--- config.mk ---
export PLATFORM = sky130hd
export DESIGN_NAME = uart_tx_fifo_flat
export DESIGN_NICKNAME = d
export VERILOG_FILES = /design/src/rtl/uart_tx_fifo_if.sv /design/src/rtl/uart_tx_fifo.sv /design/src/flat_wrapper.sv
export SDC_FILE = /design/constraint.sdc
export NUM_CORES = 1
export LEC_CHECK = 0
export ABC_AREA = 0
export CORE_ASPECT_RATIO = 1.1
export CORE_MARGIN = 4
export CORE_UTILIZATION = 30
export CTS_BUF_LIST = sky130_fd_sc_hd__clkbuf_4 sky130_fd_sc_hd__clkbuf_8 sky130_fd_sc_hd__clkbuf_16
export DETAILED_ROUTE_END_ITERATION = 10
export PLACE_DENSITY = 0.52
export SLEW_MARGIN = 10
export SYNTH_ARGS = -nofsm -noshare
export SYNTH_HDL_FRONTEND = slang
export SYNTH_SLANG_ARGS = --single-unit
export TNS_END_PERCENT = 30
--- constraint.sdc ---
create_clock -name clk -period 3.54 [get_ports clk]
set_input_delay 0.354 -clock clk [delete_from_list [all_inputs] [get_ports clk]]
set_output_delay 0.354 -clock clk [all_outputs]
set_load 0.03 [all_outputs]
--- src/rtl/uart_tx_fifo_if.sv ---
// uart_tx_fifo_if: write handshake and transmitter status bundle for uart_tx_fifo
interface uart_tx_fifo_if #(
  parameter int FIFO_DEPTH = 8
);
  logic [7:0] wr_data;
  logic wr_valid;
  logic wr_ready;
  logic txd;
  logic busy;
  logic [$clog2(FIFO_DEPTH):0] fifo_count;
  logic irq_empty;
  modport master (output wr_data, wr_valid, input wr_ready, txd, busy, fifo_count, irq_empty);
  modport slave (input wr_data, wr_valid, output wr_ready, txd, busy, fifo_count, irq_empty);
endinterface

--- src/rtl/uart_tx_fifo.sv ---
// uart_tx_fifo: FIFO-fed 8N1 UART transmitter; define UART_TX_PARITY_EN to insert an even parity bit
module uart_tx_fifo #(
  parameter int CLK_DIV = 217,
  parameter int FIFO_DEPTH = 8
) (
  input logic clk,
  input logic rst,
  uart_tx_fifo_if.slave bus
);
  localparam int AW = $clog2(FIFO_DEPTH);
  localparam int DW = $clog2(CLK_DIV);
`ifdef UART_TX_PARITY_EN
  typedef enum logic [2:0] {IDLE, START, DATA, PARITY, STOP} state_t;
`else
  typedef enum logic [1:0] {IDLE, START, DATA, STOP} state_t;
`endif
  state_t state_q, state_d;
  logic [7:0] mem_q [FIFO_DEPTH];
  logic [AW:0] wr_ptr_q, rd_ptr_q, count;
  logic [DW-1:0] cnt_q, cnt_d;
  logic [2:0] bit_q, bit_d;
  logic [7:0] shift_q, shift_d;
  logic txd_q, txd_d, push, pop, tick, empty;
  assign count = wr_ptr_q - rd_ptr_q;
  assign empty = count == '0;
  assign tick = cnt_q == '0;
  assign push = bus.wr_valid && bus.wr_ready;
  assign bus.wr_ready = count != (AW+1)'(FIFO_DEPTH);
  assign bus.txd = txd_q;
  assign bus.busy = state_q != IDLE || !empty;
  assign bus.irq_empty = !bus.busy;
  assign bus.fifo_count = count;
  always_comb begin
    state_d = state_q;
    cnt_d = cnt_q;
    bit_d = bit_q;
    shift_d = shift_q;
    txd_d = txd_q;
    pop = 1'b0;
    if (state_q != IDLE) cnt_d = tick ? DW'(CLK_DIV - 1) : cnt_q - DW'(1);
    case (state_q)
      IDLE: begin
        txd_d = 1'b1;
        pop = !empty;
      end
      START: if (tick) begin
        state_d = DATA;
        bit_d = '0;
        txd_d = shift_q[0];
      end
      DATA: if (tick) begin
        bit_d = bit_q + 3'd1;
        txd_d = shift_q[bit_d];
        if (bit_q == 3'd7) begin
`ifdef UART_TX_PARITY_EN
          state_d = PARITY;
          txd_d = ^shift_q;
`else
          state_d = STOP;
          txd_d = 1'b1;
`endif
        end
      end
`ifdef UART_TX_PARITY_EN
      PARITY: if (tick) begin
        state_d = STOP;
        txd_d = 1'b1;
      end
`endif
      STOP: if (tick) begin
        state_d = IDLE;
        txd_d = 1'b1;
        pop = !empty;
      end
      default: state_d = IDLE;
    endcase
    // a pop overrides the state choice so the next frame starts with no idle gap
    if (pop) begin
      state_d = START;
      shift_d = mem_q[rd_ptr_q[AW-1:0]];
      txd_d = 1'b0;
      cnt_d = DW'(CLK_DIV - 1);
    end
  end
  always_ff @(posedge clk) begin
    if (rst) begin
      state_q <= IDLE;
      cnt_q <= '0;
      bit_q <= '0;
      shift_q <= '0;
      txd_q <= 1'b1;
      wr_ptr_q <= '0;
      rd_ptr_q <= '0;
    end else begin
      state_q <= state_d;
      cnt_q <= cnt_d;
      bit_q <= bit_d;
      shift_q <= shift_d;
      txd_q <= txd_d;
      if (push) wr_ptr_q <= wr_ptr_q + (AW+1)'(1);
      if (pop) rd_ptr_q <= rd_ptr_q + (AW+1)'(1);
    end
  end
  always_ff @(posedge clk) begin
    if (push && !rst) mem_q[wr_ptr_q[AW-1:0]] <= bus.wr_data;
  end
endmodule

--- src/flat_wrapper.sv ---
// flat-port wrapper written by rule: the top's interface ports become plain ports
module uart_tx_fifo_flat 
#(
  parameter int CLK_DIV = 217,
  parameter int FIFO_DEPTH = 8
)
  (clk, rst, bus_wr_data, bus_wr_valid, bus_wr_ready, bus_txd, bus_busy, bus_fifo_count, bus_irq_empty);
  uart_tx_fifo_if #(.FIFO_DEPTH(FIFO_DEPTH)) bus_i ();
  input logic clk;
  input logic rst;
  input wire logic [$bits(bus_i.wr_data)-1:0] bus_wr_data;
  input wire logic [$bits(bus_i.wr_valid)-1:0] bus_wr_valid;
  output wire logic [$bits(bus_i.wr_ready)-1:0] bus_wr_ready;
  output wire logic [$bits(bus_i.txd)-1:0] bus_txd;
  output wire logic [$bits(bus_i.busy)-1:0] bus_busy;
  output wire logic [$bits(bus_i.fifo_count)-1:0] bus_fifo_count;
  output wire logic [$bits(bus_i.irq_empty)-1:0] bus_irq_empty;
  assign bus_i.wr_data = bus_wr_data;
  assign bus_i.wr_valid = bus_wr_valid;
  assign bus_wr_ready = bus_i.wr_ready;
  assign bus_txd = bus_i.txd;
  assign bus_busy = bus_i.busy;
  assign bus_fifo_count = bus_i.fifo_count;
  assign bus_irq_empty = bus_i.irq_empty;
  uart_tx_fifo #(.CLK_DIV(CLK_DIV), .FIFO_DEPTH(FIFO_DEPTH)) u_core (.clk(clk), .rst(rst), .bus(bus_i));
endmodule
==> After elaboration in Yosys (flattened, before gate mapping) <==
Memory sizes are Yosys's and may differ from the RTL's. A register that Yosys moved wholly into a read port is not among the register bits.
Cells that the tools add are included.
{ "totals": {"inputBits": 11, "wordCells": 71, "latchBits": 0, "romBits": 0, "mem_count": 1, "ff_bits": 22, "ramBits": 64} }
{ "memory_table": {"columns": ["memory", "depth", "width", "rd", "rd_ports_with_merged_regs", "write_ports", "line_no", "text"], "rows": [
  ["u_core.mem_q", 8, 8, 1, 1, 1, "uart_tx_fifo.sv:18", "logic [7:0] mem_q [FIFO_DEPTH];"]
]} }
{ "classes": {"bitwise": 0, "n_lt_le_gt_ge": 1, "n_div": 0, "multipliers": 0, "shifts": 0, "n_reduce_logical": 19, "eq_ne": 13, "add_sub_neg": 5, "muxes": 24} }
{ "op_table": {"columns": ["op", "n"], "rows": [
  ["two-way mux 8 bit", 3],
  ["inequality test 3 x 1 -> 1 bit, second input constant", 4],
  ["two-way mux 1 bit", 10],
  ["AND reduction 5 bit", 2],
  ["adder 4 x 1 -> 4 bit, second input constant", 2],
  ["logical NOT 8 bit", 1],
  ["two-way mux 2 bit", 4],
  ["inequality test 2 x 1 -> 1 bit, second input constant", 4],
  ["subtractor 8 x 1 -> 8 bit, second input constant", 1],
  ["two-way mux 3 bit", 2],
  ["case mux 2 bit (3 select lines)", 1],
  ["case mux 3 bit (2 select lines)", 1],
  ["AND reduction 3 bit", 2],
  ["nonzero test 2 bit", 3],
  ["== test 2 bit, second input constant", 2],
  ["logical NOT 4 bit", 1],
  ["less-than comparator 3 x 4 -> 1 bit, second input constant", 1],
  ["inequality test 4 bit, second input constant", 1],
  ["case mux 1 bit (4 select lines)", 1],
  ["nonzero test 4 bit", 1],
  ["subtractor 4 bit", 1],
  ["adder 3 x 1 -> 3 bit, second input constant", 1],
  ["binary-select mux 1 bit (select 3 bit)", 1],
  ["== test 3 bit, second input constant", 1],
  ["8 further kinds", 11]
]} }

==> Logic depth before layout (Yosys ltp) <==
{ "depth": {"depth_word": 7, "ltp_mapped": 10} }

==> Least setup slack after synthesis <==
No wires, ideal clock.
{ "synth_path": {"kind": "reg-to-reg", "startpoint": "reg u_core.rd_ptr_q[1]", "endpoint": "mem u_core.mem_q[2][0], enable pin", "path_stages_with_launch": 10, "setup_slack_ns": -0.619, "arrival_time_ns": 3.761, "setup_time_ns": 0.398, "path_cell_list": "dfxtp_1 -> clkbuf_1 -> clkbuf_1 -> inv_1 -> fa_1 -> xor2_1 -> or3_4 -> o31ai_4 -> or2_2 -> nor4b_1"} }
{ "synth_via": {"elab_chain_len": 6} }
{ "synth_rtl": {"columns": ["element", "line_no", "text"], "rows": [
  ["from (decl)", "uart_tx_fifo.sv:19", "logic [AW:0] wr_ptr_q, rd_ptr_q, count;"],
  ["from (signal assigned)", "uart_tx_fifo.sv:101", "if (pop) rd_ptr_q <= rd_ptr_q + (AW+1)'(1);"],
  ["subtractor 4 bit", "uart_tx_fifo.sv:24", "assign count = wr_ptr_q - rd_ptr_q;"],
  ["net bus_fifo_count[2]", "flat_wrapper.sv:16", "output wire logic [$bits(bus_i.fifo_count)-1:0] bus_fifo_count;"],
  ["inequality test 4 bit", "uart_tx_fifo.sv:28", "assign bus.wr_ready = count != (AW+1)'(FIFO_DEPTH);"],
  ["logical AND 1 bit", "uart_tx_fifo.sv:27", "assign push = bus.wr_valid && bus.wr_ready;"],
  ["logical AND 1 bit", "uart_tx_fifo.sv:105", "if (push && !rst) mem_q[wr_ptr_q[AW-1:0]] <= bus.wr_data;"],
  ["two-way mux 1 bit", "uart_tx_fifo.sv:105", null],
  ["two-way mux 1 bit (not written as such)", "uart_tx_fifo.sv:105", null],
  ["to (decl)", "uart_tx_fifo.sv:18", null]
]} }
The timed path passes the listed nets, and every way through them passes these cells.

==> Final worst setup path <==
{ "layout_path": {"startpoint": "reg u_core.wr_ptr_q[0]", "endpoint": "out bus_wr_ready"} }
{ "layout_via": {"elab_chain_len": 2} }
{ "layout_rtl": {"columns": ["element", "line_no", "text"], "rows": [
  ["from (decl)", "uart_tx_fifo.sv:19", null],
  ["from (signal assigned)", "uart_tx_fifo.sv:100", "if (push) wr_ptr_q <= wr_ptr_q + (AW+1)'(1);"],
  ["subtractor 4 bit", "uart_tx_fifo.sv:24", null],
  ["inequality test 4 bit", "uart_tx_fifo.sv:28", null],
  ["to (decl)", "flat_wrapper.sv:13", "output wire logic [$bits(bus_i.wr_ready)-1:0] bus_wr_ready;"]
]} }
No other way between the ends.

==> flow_summary.html <==
<table>
<tr><th>Metric</th><th>Value</th></tr>
<tr><th colspan="2">Synth</th></tr>
<tr><td>Sequential-to-total area share from yosys stat</td><td>61.18%</td></tr>
<tr><td>Ys Warns</td><td>0</td></tr>
<tr><td>Synthesized netlist net count</td><td>311</td></tr>
<tr><td>Top cell type's share of synthesized area</td><td>46.62%</td></tr>
<tr><td>Async set-reset flop share out of synthesis</td><td>0%</td></tr>
<tr><td>Most used standard cell by instance count after synthesis</td><td>sky130_fd_sc_hd__edfxtp_1</td></tr>
<tr><td>Cell types with the largest area share after synthesis</td><td>sky130_fd_sc_hd__edfxtp_1, sky130_fd_sc_hd__dfxtp_1, sky130_fd_sc_hd__mux4_2, sky130_fd_sc_hd__ha_1, sky130_fd_sc_hd__mux2i_1</td></tr>
<tr><td>Distinct cells, synth</td><td>48</td></tr>
<tr><td>Cell area after technology mapping</td><td>0.004123 mm²</td></tr>
<tr><td>Post-synthesis instance total</td><td>286</td></tr>
<tr><td>EDFF count, synth</td><td>64</td></tr>
<tr><td>Cell types with the highest counts after synthesis</td><td>sky130_fd_sc_hd__edfxtp_1, sky130_fd_sc_hd__dfxtp_1, sky130_fd_sc_hd__nor2_1</td></tr>
<tr><td>Library cell occupying the most area in the post-synthesis netlist</td><td>sky130_fd_sc_hd__edfxtp_1</td></tr>
<tr><td>Flop and latch count out of synthesis</td><td>94</td></tr>
<tr><td>Leading register cell type out of synthesis</td><td>sky130_fd_sc_hd__edfxtp_1</td></tr>
<tr><td>Syn_area_per_cell</td><td>14.42 µm²</td></tr>
<tr><th colspan="2">Power and ir drop</th></tr>
<tr><td>Standby leakage power</td><td>1.666 nW</td></tr>
<tr><td>Internal Dissipation</td><td>2.678 mW</td></tr>
<tr><td>Power per cell area</td><td>872.9 mW/mm²</td></tr>
<tr><td>NetSw</td><td>1.607 mW</td></tr>
<tr><td>Clock power frac</td><td>22.2%</td></tr>
<tr><td>Sequential group share of total power</td><td>33.7%</td></tr>
<tr><td>Total power after layout</td><td>4.285 mW</td></tr>
<tr><td>Maximum VDD drop</td><td>458.8 µV</td></tr>
<tr><td>Fraction of power spent switching nets</td><td>37.51%</td></tr>
<tr><td>Share of power burned in combinational logic</td><td>44.1%</td></tr>
<tr><th colspan="2">Critical path</th></tr>
<tr><td>Endpoint required time on the critical path</td><td>3.19 ns</td></tr>
<tr><td>Crit. End Element</td><td>primary output</td></tr>
<tr><td>Top fanout value on the critical path</td><td>7</td></tr>
<tr><td>R2r startpoint</td><td>u_core.wr_ptr_q[2]</td></tr>
<tr><td>Critical path startpoint category</td><td>flip-flop</td></tr>
<tr><td>Setup slack of the worst register-to-register path</td><td>0.46 ns</td></tr>
<tr><td>CP arrival</td><td>2.95 ns</td></tr>
<tr><td>Origin of the worst setup path</td><td>u_core.wr_ptr_q[0]</td></tr>
<tr><td>Worst setup path category</td><td>flip-flop to primary output</td></tr>
<tr><th colspan="2">Clocking</th></tr>
<tr><td>CTS buffer count</td><td>9</td></tr>
<tr><td>Clock latency of the later-clocked register in the worst-skew pair</td><td>0.35 ns</td></tr>
<tr><td>H-tree depth</td><td>3</td></tr>
<tr><td>Number of instances resized during post-cts repair</td><td>0</td></tr>
<tr><td>Clock tree root driver cell</td><td>sky130_fd_sc_hd__clkbuf_16</td></tr>
<tr><td>Number of clock sinks seen by CTS</td><td>94</td></tr>
<tr><td>Bufs on Longest Clock Path</td><td>2</td></tr>
<tr><td>Count of hold buffers inserted by post-cts repair</td><td>0</td></tr>
<tr><td>Clock slew seen by the registers of the worst setup and hold paths</td><td>0.07 ns</td></tr>
<tr><td>CTS tree</td><td>yes</td></tr>
<tr><td>Number of setup buffers added after CTS</td><td>0</td></tr>
<tr><th colspan="2">STA</th></tr>
<tr><td>Minimum period implied by the final worst setup slack</td><td>3.306 ns</td></tr>
<tr><td>Share of the clock period used by the worst path</td><td>93.38%</td></tr>
<tr><td>Max transition margin</td><td>36.54%</td></tr>
<tr><td>Measured slew at the worst slew-check pin</td><td>0.9441 ns</td></tr>
<tr><td>Final setup slack of the worst path</td><td>0.2342 ns</td></tr>
<tr><td>Max Fclk</td><td>302.5 MHz</td></tr>
<tr><td>Final setup violation count</td><td>0</td></tr>
<tr><td>Slew Viols, Final</td><td>0</td></tr>
<tr><td>RSZ-0062 raised after global routing</td><td>no</td></tr>
<tr><td>Setup clock skew after layout</td><td>0.008186 ns</td></tr>
<tr><td>Endpoints failing hold</td><td>0</td></tr>
<tr><th colspan="2">Floorplan</th></tr>
<tr><td>Starting Density</td><td>30.94%</td></tr>
<tr><td>Ports placed on the boundary</td><td>19</td></tr>
<tr><td>Total core area</td><td>0.01332 mm²</td></tr>
<tr><td>Die area</td><td>0.01568 mm²</td></tr>
<tr><td>Width of the die</td><td>119.8 µm</td></tr>
<tr><td>Overall die height</td><td>131.0 µm</td></tr>
<tr><td>Number of standard-cell rows in the floorplan</td><td>44</td></tr>
<tr><th colspan="2">Placement</th></tr>
<tr><td>HPWL Detailed</td><td>5203 µm</td></tr>
<tr><td>Count of input and output buffers</td><td>18</td></tr>
<tr><td>Setup Slack @ Placement</td><td>0.3645 ns</td></tr>
<tr><td>Final weighted congestion of routability-driven global placement</td><td>0.7500</td></tr>
<tr><th colspan="2">Layout</th></tr>
<tr><td>Share of cells above drive strength 1</td><td>21.07%</td></tr>
<tr><td>Ant. Diodes</td><td>0</td></tr>
<tr><td>Net count reported at finish</td><td>338</td></tr>
<tr><td>Layout overhead on the synthesized area</td><td>19.06%</td></tr>
<tr><th colspan="2">Global route</th></tr>
<tr><td>Antenna violations before repair</td><td>0</td></tr>
<tr><td>First-pass GRT wire length</td><td>12,740 µm</td></tr>
<tr><td>Global-route congestion overflow total</td><td>0</td></tr>
<tr><td>Largest net degree at the start of global routing</td><td>29</td></tr>
<tr><td>Number of global-route vias before repair</td><td>2,432</td></tr>
<tr><td>Global routing usage summed across all routing layers</td><td>10.59%</td></tr>
<tr><th colspan="2">Route</th></tr>
<tr><td>Vias per Instance</td><td>4.691</td></tr>
<tr><td>Number of iterations in the first detailed-routing pass</td><td>4</td></tr>
<tr><td>Number of nets with antenna violations after routing</td><td>0</td></tr>
<tr><td>Total Routed Length</td><td>7683 µm</td></tr>
<tr><td>Per-cell routed wire length</td><td>15.30 µm</td></tr>
<tr><td>DRC marker count from the first detailed-route iteration</td><td>134</td></tr>
<tr><td>Vias</td><td>2,355</td></tr>
<tr><td>Post-route DRC violation count</td><td>0</td></tr>
<tr><th colspan="2">Min path</th></tr>
<tr><td>Tightest Hold Check Type</td><td>flip-flop to flip-flop</td></tr>
<tr><td>Worst hold start</td><td>u_core.bit_q[1]</td></tr>
<tr><th colspan="2">Outcome</th></tr>
<tr><td>Result of the run</td><td>complete, no violations</td></tr>
<tr><th colspan="2">Flow run</th></tr>
<tr><td>Number of violations of the max-capacitance limit</td><td>0</td></tr>
</table>
state kept, by name, summed over array words and instances, names as in the netlist:
name	count
u_core.mem_q	64
u_core.cnt_q	8
u_core.shift_q	8
u_core.rd_ptr_q	4
u_core.wr_ptr_q	4
u_core.bit_q	3
u_core.state_q	2
u_core.bus.txd	1
critical path, cell delays in order, from the launching register on:
cell,delay (ns)
sky130_fd_sc_hd__dfxtp_2,0.38
sky130_fd_sc_hd__inv_1,0.09
sky130_fd_sc_hd__ha_1,0.15
sky130_fd_sc_hd__inv_1,0.05
sky130_fd_sc_hd__fa_1,0.41
sky130_fd_sc_hd__xor2_2,0.19
sky130_fd_sc_hd__or3_4,0.37
sky130_fd_sc_hd__or3_1,0.35
sky130_fd_sc_hd__clkdlybuf4s50_1,0.61
power by group through the flow:
stage / logic [mW] / clock network, mW / registers, mW
after global placement: 1.90 / 0 / 1.46
after CTS: 1.92 / 0.983 / 1.44
after global routing: 2.07 / 1.03 / 1.46
after floorplan: 1.46 / 0 / 1.44
final: 1.89 / 0.951 / 1.44
after detailed placement: 1.91 / 0 / 1.47
metal layers:
layer  GRT usage [%]  vias to the layer above  share of wire (%)
li1                -                     1143                  -
met1           13.10                     1179                 46
met2           17.59                       26                 50
met3           3.616                        7                3.2
met4           3.437                        0                1.2
met5               0                        -                  0
cell usage in the layout (no fill, tap or decap), types with 10 or more instances in the layout:
cell	instances
sky130_fd_sc_hd__a21oi_1	16
sky130_fd_sc_hd__buf_4	11
sky130_fd_sc_hd__clkdlybuf4s50_1	17
sky130_fd_sc_hd__dfxtp_1	29
sky130_fd_sc_hd__edfxtp_1	64
sky130_fd_sc_hd__ha_1	13
sky130_fd_sc_hd__inv_1	10
sky130_fd_sc_hd__mux2i_1	11
sky130_fd_sc_hd__mux4_2	18
sky130_fd_sc_hd__nor2_1	25
cells by family after synthesis:
group	Yosys count	share of synthesized area, %
compound gates	35	5.797
xor+xnor	7	1.487
fa+ha+maj	14	4.431
buf+inv	23	2.337
flops	94	61.18
mux	38	14.96
simple gates	75	9.804
final timing paths:
path | cells past startpoint | end
worst max-delay path | 8 | bus_wr_ready
worst min-delay path | 2 | u_core.bit_q[1]
worst max register to register | 7 | u_core.mem_q[7][2]
worst min register to register | 2 | u_core.bit_q[1]
stage by stage:
step | TNS [ns] | utilization (%) | hold slack, ns | cell area, µm² | std cells
floorplan | -3.515 | - | 0.4356 | 4167 | 286
global placement | 0 | 34.58 | 0.4470 | 4607 | 486
detailed placement | 0 | 34.58 | 0.4624 | 4607 | 486
CTS | 0 | 36.83 | 0.4768 | 4907 | 502
global route | 0 | 36.84 | 0.4850 | 4908 | 502
finish | 0 | 36.84 | 0.4728 | 4908 | 502
cell type report:
| type | count | area (µm²) |
|---|---|---|
| fill | 1293 | 8414 |
| sequential | 94 | 2524 |
| multi-input combinational | 169 | 1560 |
| timing repair buffer | 28 | 252.7 |
| tap | 184 | 230.2 |
| clock buffer | 9 | 225.2 |
| clock inverter | 7 | 75.07 |
| inverter | 11 | 41.29 |
(Power assumes the default switching activity.)
